==> config.mk <==
export PLATFORM = sky130hd
export DESIGN_NAME = mem2_port_arbiter
export DESIGN_NICKNAME = d
export VERILOG_FILES = /design/src/rtl/mem2_port_arbiter.sv
export SDC_FILE = /design/constraint.sdc
export NUM_CORES = 1
export LEC_CHECK = 0
export CAP_MARGIN = 20
export CORE_AREA = 10 10 100 102
export DETAILED_ROUTE_END_ITERATION = 10
export DIE_AREA = 0 0 110 112
export PLACE_DENSITY = 0.88
export SKIP_CTS_REPAIR_TIMING = 1
export SYNTH_ARGS = -nofsm -noshare
export SYNTH_HDL_FRONTEND = slang
export SYNTH_SLANG_ARGS = --single-unit
==> constraint.sdc <==
create_clock -name clk -period 3.3 [get_ports clk]
set_input_delay 0.66 -clock clk [delete_from_list [all_inputs] [get_ports clk]]
set_output_delay 0.66 -clock clk [all_outputs]
set_load 0.01 [all_outputs]
==> src/rtl/mem2_port_arbiter.sv <==
// Arbiter for OTTER memory port 2: CPU (A) has fixed priority over the debug/loader port (B),
// with an anti-starvation counter for B, a B burst lock, and read-data tagging for the one-cycle read latency.
module mem2_port_arbiter #(
  parameter int ADDR_W     = 32,
  parameter int DATA_W     = 32,
  parameter int STARVE_MAX = 4
) (
  input  logic              clk,
  input  logic              RST,
  input  logic              a_rden,
  input  logic              a_we,
  input  logic [ADDR_W-1:0] a_addr,
  input  logic [DATA_W-1:0] a_din,
  input  logic [1:0]        a_size,
  input  logic              a_sign,
  output logic              a_gnt,
  output logic              a_valid,
  input  logic              b_rden,
  input  logic              b_we,
  input  logic [ADDR_W-1:0] b_addr,
  input  logic [DATA_W-1:0] b_din,
  input  logic [1:0]        b_size,
  input  logic              b_sign,
  input  logic              b_lock,
  output logic              b_gnt,
  output logic              b_valid,
  output logic [DATA_W-1:0] rd_dout,
  output logic              mem_rden2,
  output logic              mem_we2,
  output logic [ADDR_W-1:0] mem_addr2,
  output logic [DATA_W-1:0] mem_din2,
  output logic [1:0]        mem_size,
  output logic              mem_sign,
  input  logic [DATA_W-1:0] mem_dout2
);

  localparam logic [3:0] STARVE_LIM = 4'(STARVE_MAX);

  logic       req_a, req_b;
  logic       gnt_a, gnt_b;
  logic       rd_pend_q, rd_pend_d;
  logic       rd_owner_q, rd_owner_d;
  logic       lock_q, lock_d;
  logic [3:0] starve_q, starve_d;

  assign req_a = a_rden | a_we;
  assign req_b = b_rden | b_we;

  always_comb begin
    gnt_a = 1'b0;
    gnt_b = 1'b0;
    if (!RST) begin
      if (lock_q) begin
        gnt_b = req_b;
      end else if (req_b && (starve_q == STARVE_LIM)) begin
        gnt_b = 1'b1;
      end else if (req_a) begin
        gnt_a = 1'b1;
      end else if (req_b) begin
        gnt_b = 1'b1;
      end
    end
  end

  // A write wins over a simultaneous read from the same requester.
  always_comb begin
    mem_rden2 = 1'b0;
    mem_we2   = 1'b0;
    mem_addr2 = '0;
    mem_din2  = '0;
    mem_size  = '0;
    mem_sign  = 1'b0;
    if (gnt_a) begin
      mem_rden2 = a_rden & ~a_we;
      mem_we2   = a_we;
      mem_addr2 = a_addr;
      mem_din2  = a_din;
      mem_size  = a_size;
      mem_sign  = a_sign;
    end else if (gnt_b) begin
      mem_rden2 = b_rden & ~b_we;
      mem_we2   = b_we;
      mem_addr2 = b_addr;
      mem_din2  = b_din;
      mem_size  = b_size;
      mem_sign  = b_sign;
    end
  end

  assign a_gnt   = gnt_a;
  assign b_gnt   = gnt_b;
  assign a_valid = ~RST & rd_pend_q & ~rd_owner_q;
  assign b_valid = ~RST & rd_pend_q & rd_owner_q;
  assign rd_dout = (a_valid | b_valid) ? mem_dout2 : '0;

  always_comb begin
    rd_pend_d  = mem_rden2;
    rd_owner_d = gnt_b;
    starve_d   = starve_q;
    lock_d     = lock_q;
    if (gnt_b || !req_b) begin
      starve_d = '0;
    end else if (gnt_a && (starve_q < STARVE_LIM)) begin
      starve_d = starve_q + 4'd1;
    end
    // b_lock low on any edge releases the port, whether or not B is requesting.
    if (!b_lock) begin
      lock_d = 1'b0;
    end else if (gnt_b) begin
      lock_d = 1'b1;
    end
  end

  always_ff @(posedge clk) begin
    if (RST) begin
      rd_pend_q  <= 1'b0;
      rd_owner_q <= 1'b0;
      starve_q   <= '0;
      lock_q     <= 1'b0;
    end else begin
      rd_pend_q  <= rd_pend_d;
      rd_owner_q <= rd_owner_d;
      starve_q   <= starve_d;
      lock_q     <= lock_d;
    end
  end

endmodule

==> results.txt <==
The sequential cells in the finished layout cover a total of 140 µm². The library cell used most frequently in the layout, excluding fill and tap cells, is clkdlybuf4s50_1. The peak fanout along the critical path is 34, and the count of antenna-violating nets left after detailed routing is 0. Once placement completed, the tool counted placed cells totaling 676.

Overall die width: 110 µm. The number of hold violations in the final report was 0; the relative contribution of the clock network to total power was 0.142. The multiplexer share of the synthesized area was 0; the simple logic cell fraction of the synthesized area was 0.280. The worst path needs 3.24 ns of the cycle, external delays included.

The routed wire length was 13100 µm. By area, the combinational part of the netlist is dominated by compound AO/OA/AOI/OAI gates. The switching share of total power was 0.346; the iteration count of the initial detailed-routing pass was 4.

The core box area was 0.00805 mm². The sequential power share is 0.106. The tools report the final-stage net count as 751. Root buffer cell: clkbuf_8. The initialized floorplan defines 33 standard-cell rows.

The I/O pin count was 278; the mean area per synthesized cell was 6.34 µm². The number of different library cells in the post-synthesis netlist came out at 27. For this design the ratio of total power to cell area is 167 mW/mm².

Summing all multi-input logic gate instances after layout gives 0.00143 mm². The remaining max-slew budget at the tightest pin came out at 0.691. TritonCTS built the clock tree. The xor-xnor portion of the synthesized cell area works out to 0. The TritonCTS buffer count came out at 3. The largest vdd supply drop was 0.129 mV.

Across the run, the number of max-cap violations was 0. In the routed design, unresolved DRC markers number 0. Summed over all nets, the switching power comes to 297 µW. The share of total power in combinational logic came out at 0.752.

The tools report the number of global-route vias before repair as 3318. For this run, the leading register cell type out of synthesis is dfxtp_1. The layout cell share with drive strength beyond 1 is 0.0678.

Post-synthesis adder-cell area fraction: 0.0125. For the last weighted congestion value of the routability-driven placer, the log shows 0.919. For the die footprint, the log shows 0.0123 mm². The library cells used most frequently in the layout, excluding fill and tap cells, are clkdlybuf4s50_1 (210), inv_1 (71), nand2_1 (69). The clock drives 7 sinks. For this block, the initial DRC count from the detailed router was 143. For the part of the Yosys area used for sequential elements, the log shows 0.0702. Leaving out filler cells and counting taps, the final layout contains 680.

The tightest min-delay check is of the reg -> reg type. The post-detailed-route via-to-cell ratio came out at 4.86. The initial core utilization was 0.248.

The tools report the via count as 3303. The cell count after synthesis came out at 315. The total number of H-tree levels is 1, and the vertical extent of the die is 112 µm. Period utilization: 0.983. The power after layout was 858 µW; the growth of design area from synthesis to finish was 157%.

Synthesis inferred 7 register bits. For the leakage power, the log shows 2.98 nW. The first global-routing pass estimated 18300 µm of wire.

Post-synthesis compound-gate area fraction: 0.419. The placed instances occupy a cell area of 0.00492 mm². After synthesis the cells add up to 0.00200 mm². STA classifies the critical path endpoint as a primary output.

The number of nets handed over by synthesis was 490. During synthesis, Yosys emitted a total of 0 warnings. The initial antenna violation count is 0, and the number of buffers on the longest clock path is 2. The filler cells instantiated in the layout total 632.

The flow ran to the end, and the final reports show no timing, DRC or antenna violations. The synthesized design contains 0 enable-type register cells. The wire length per cell after detailed routing is 19.3 µm. The logs give 0.185 for the total routing usage reported by global routing and 0 for the total congestion overflow. The slew at the pin with the worst max-slew slack was 0.462 ns. Setup violations remaining at the end of the flow were counted as 0. The wire-length estimate of the detail-placed layout is 10900 µm. Across the routed clock network, the largest skew measured is 0.000308 ns.

The count of buffers added on input and output ports is 277. The tools report the pin count of the biggest net entering global routing as 40. For the area of all placed cells without fillers, the log shows 0.00513 mm².

Kind of start point of the critical path: an input port. 0 antenna diodes ended up in the layout. Data on the critical path is required at its endpoint by 2.64 ns. The run gives 0 as the final max-slew violation count. Static timing analysis puts the maximum clock frequency at 308 MHz.

The internal portion of the total power is 562 µW. The critical path class was in -> out. STA puts the critical path data arrival time at 2.58 ns. The register clock-pin slew on the reported worst setup and hold paths works out to 0.04 ns. For the worst-skew pair, the clock arrives at the later sink with an insertion delay of 0.23 ns.

The share of synthesized registers carrying an async set or reset works out to 0.
==> layout make-up <==
class | count | area share
inverters | 72 | 0.0527
clock buffers | 4 | 0.00878
multi-input cells | 203 | 0.279
flip-flops and latches | 7 | 0.0273
repair buffers | 289 | 0.607
well taps | 105 | 0.0256
==> critical path, stage by stage <==
cell             delay, ns
clkdlybuf4s50_1       0.42
or2_1                 0.26
a21o_2                0.27
buf_12                0.19
o32ai_2               0.21
clkdlybuf4s50_1       0.58
==> cells in the mapped netlist, types with 2 or more instances <==
cell,number,area share
inv_1,71,0.13
nand2_1,69,0.13
o32ai_1,47,0.21
and2_1,33,0.10
o32ai_2,20,0.16
clkbuf_1,19,0.036
buf_2,9,0.023
dfxtp_1,7,0.070
nor2_1,7,0.013
buf_6,4,0.023
nor2b_1,4,0.013
o21ai_0,4,0.010
a21oi_1,3,0.0075
nand2b_1,3,0.0094
a2111oi_0,2,0.0088
ha_1,2,0.013
==> kinds of logic after synthesis <==
kind of cell	count (synthesis)
flip-flops	7
AO/OA/AOI/OAI	82
adder cells (fa/ha/maj)	2
AND/OR/NAND/NOR	119
buffers and inverters	105
==> metrics by stage <==
step           setup WS [ns]   TNS, ns  utilization  hold slack (ns)
6_report              0.0557         0        0.637            0.476
5_1_grt             -0.00500  -0.00500        0.637            0.521
4_1_cts              -0.0873    -0.404        0.616            0.477
3_5_place_dp         -0.0667    -0.192        0.611            0.471
3_3_place_gp         -0.0263   -0.0664        0.611            0.461
2_1_floorplan          0.938         0            -            0.444
==> sequential cells by signal, summed over array words and instances, names as in the netlist <==
register    count
rd_pend_q       1
lock_q          1
starve_q        4
rd_owner_q      1
==> layer usage <==
metal	part of all wire	GRT usage	vias to the layer above
li1	-	-	1589
met1	0.32	0.170	1486
met2	0.51	0.350	208
met3	0.15	0.0928	20
met4	0.020	0.0425	0
met5	0	0	-
==> power by group through the flow <==
stage / registers, mW / clock network (mW) / logic, mW
floorplan: 0.0920 / 0 / 0.241
global placement: 0.0924 / 0 / 0.649
detailed placement: 0.0926 / 0 / 0.662
CTS: 0.0912 / 0.123 / 0.665
global route: 0.0917 / 0.125 / 0.687
finish: 0.0912 / 0.122 / 0.645
==> final timing paths <==
path | start | end | slack (ns) | cells after the start
worst max register to register | starve_q[0]$_SDFFE_PP0P_ | lock_q$_SDFFE_PP0N_ | 1.70 | 6
worst min register to register | starve_q[3]$_SDFFE_PP0P_ | starve_q[3]$_SDFFE_PP0P_ | 0.48 | 2
worst min-delay path | starve_q[3]$_SDFFE_PP0P_ | starve_q[3]$_SDFFE_PP0P_ | 0.48 | 2
worst max-delay path | b_we | mem_addr2[7] | 0.06 | 6
Note: power is estimated with default switching activity, not from simulation.
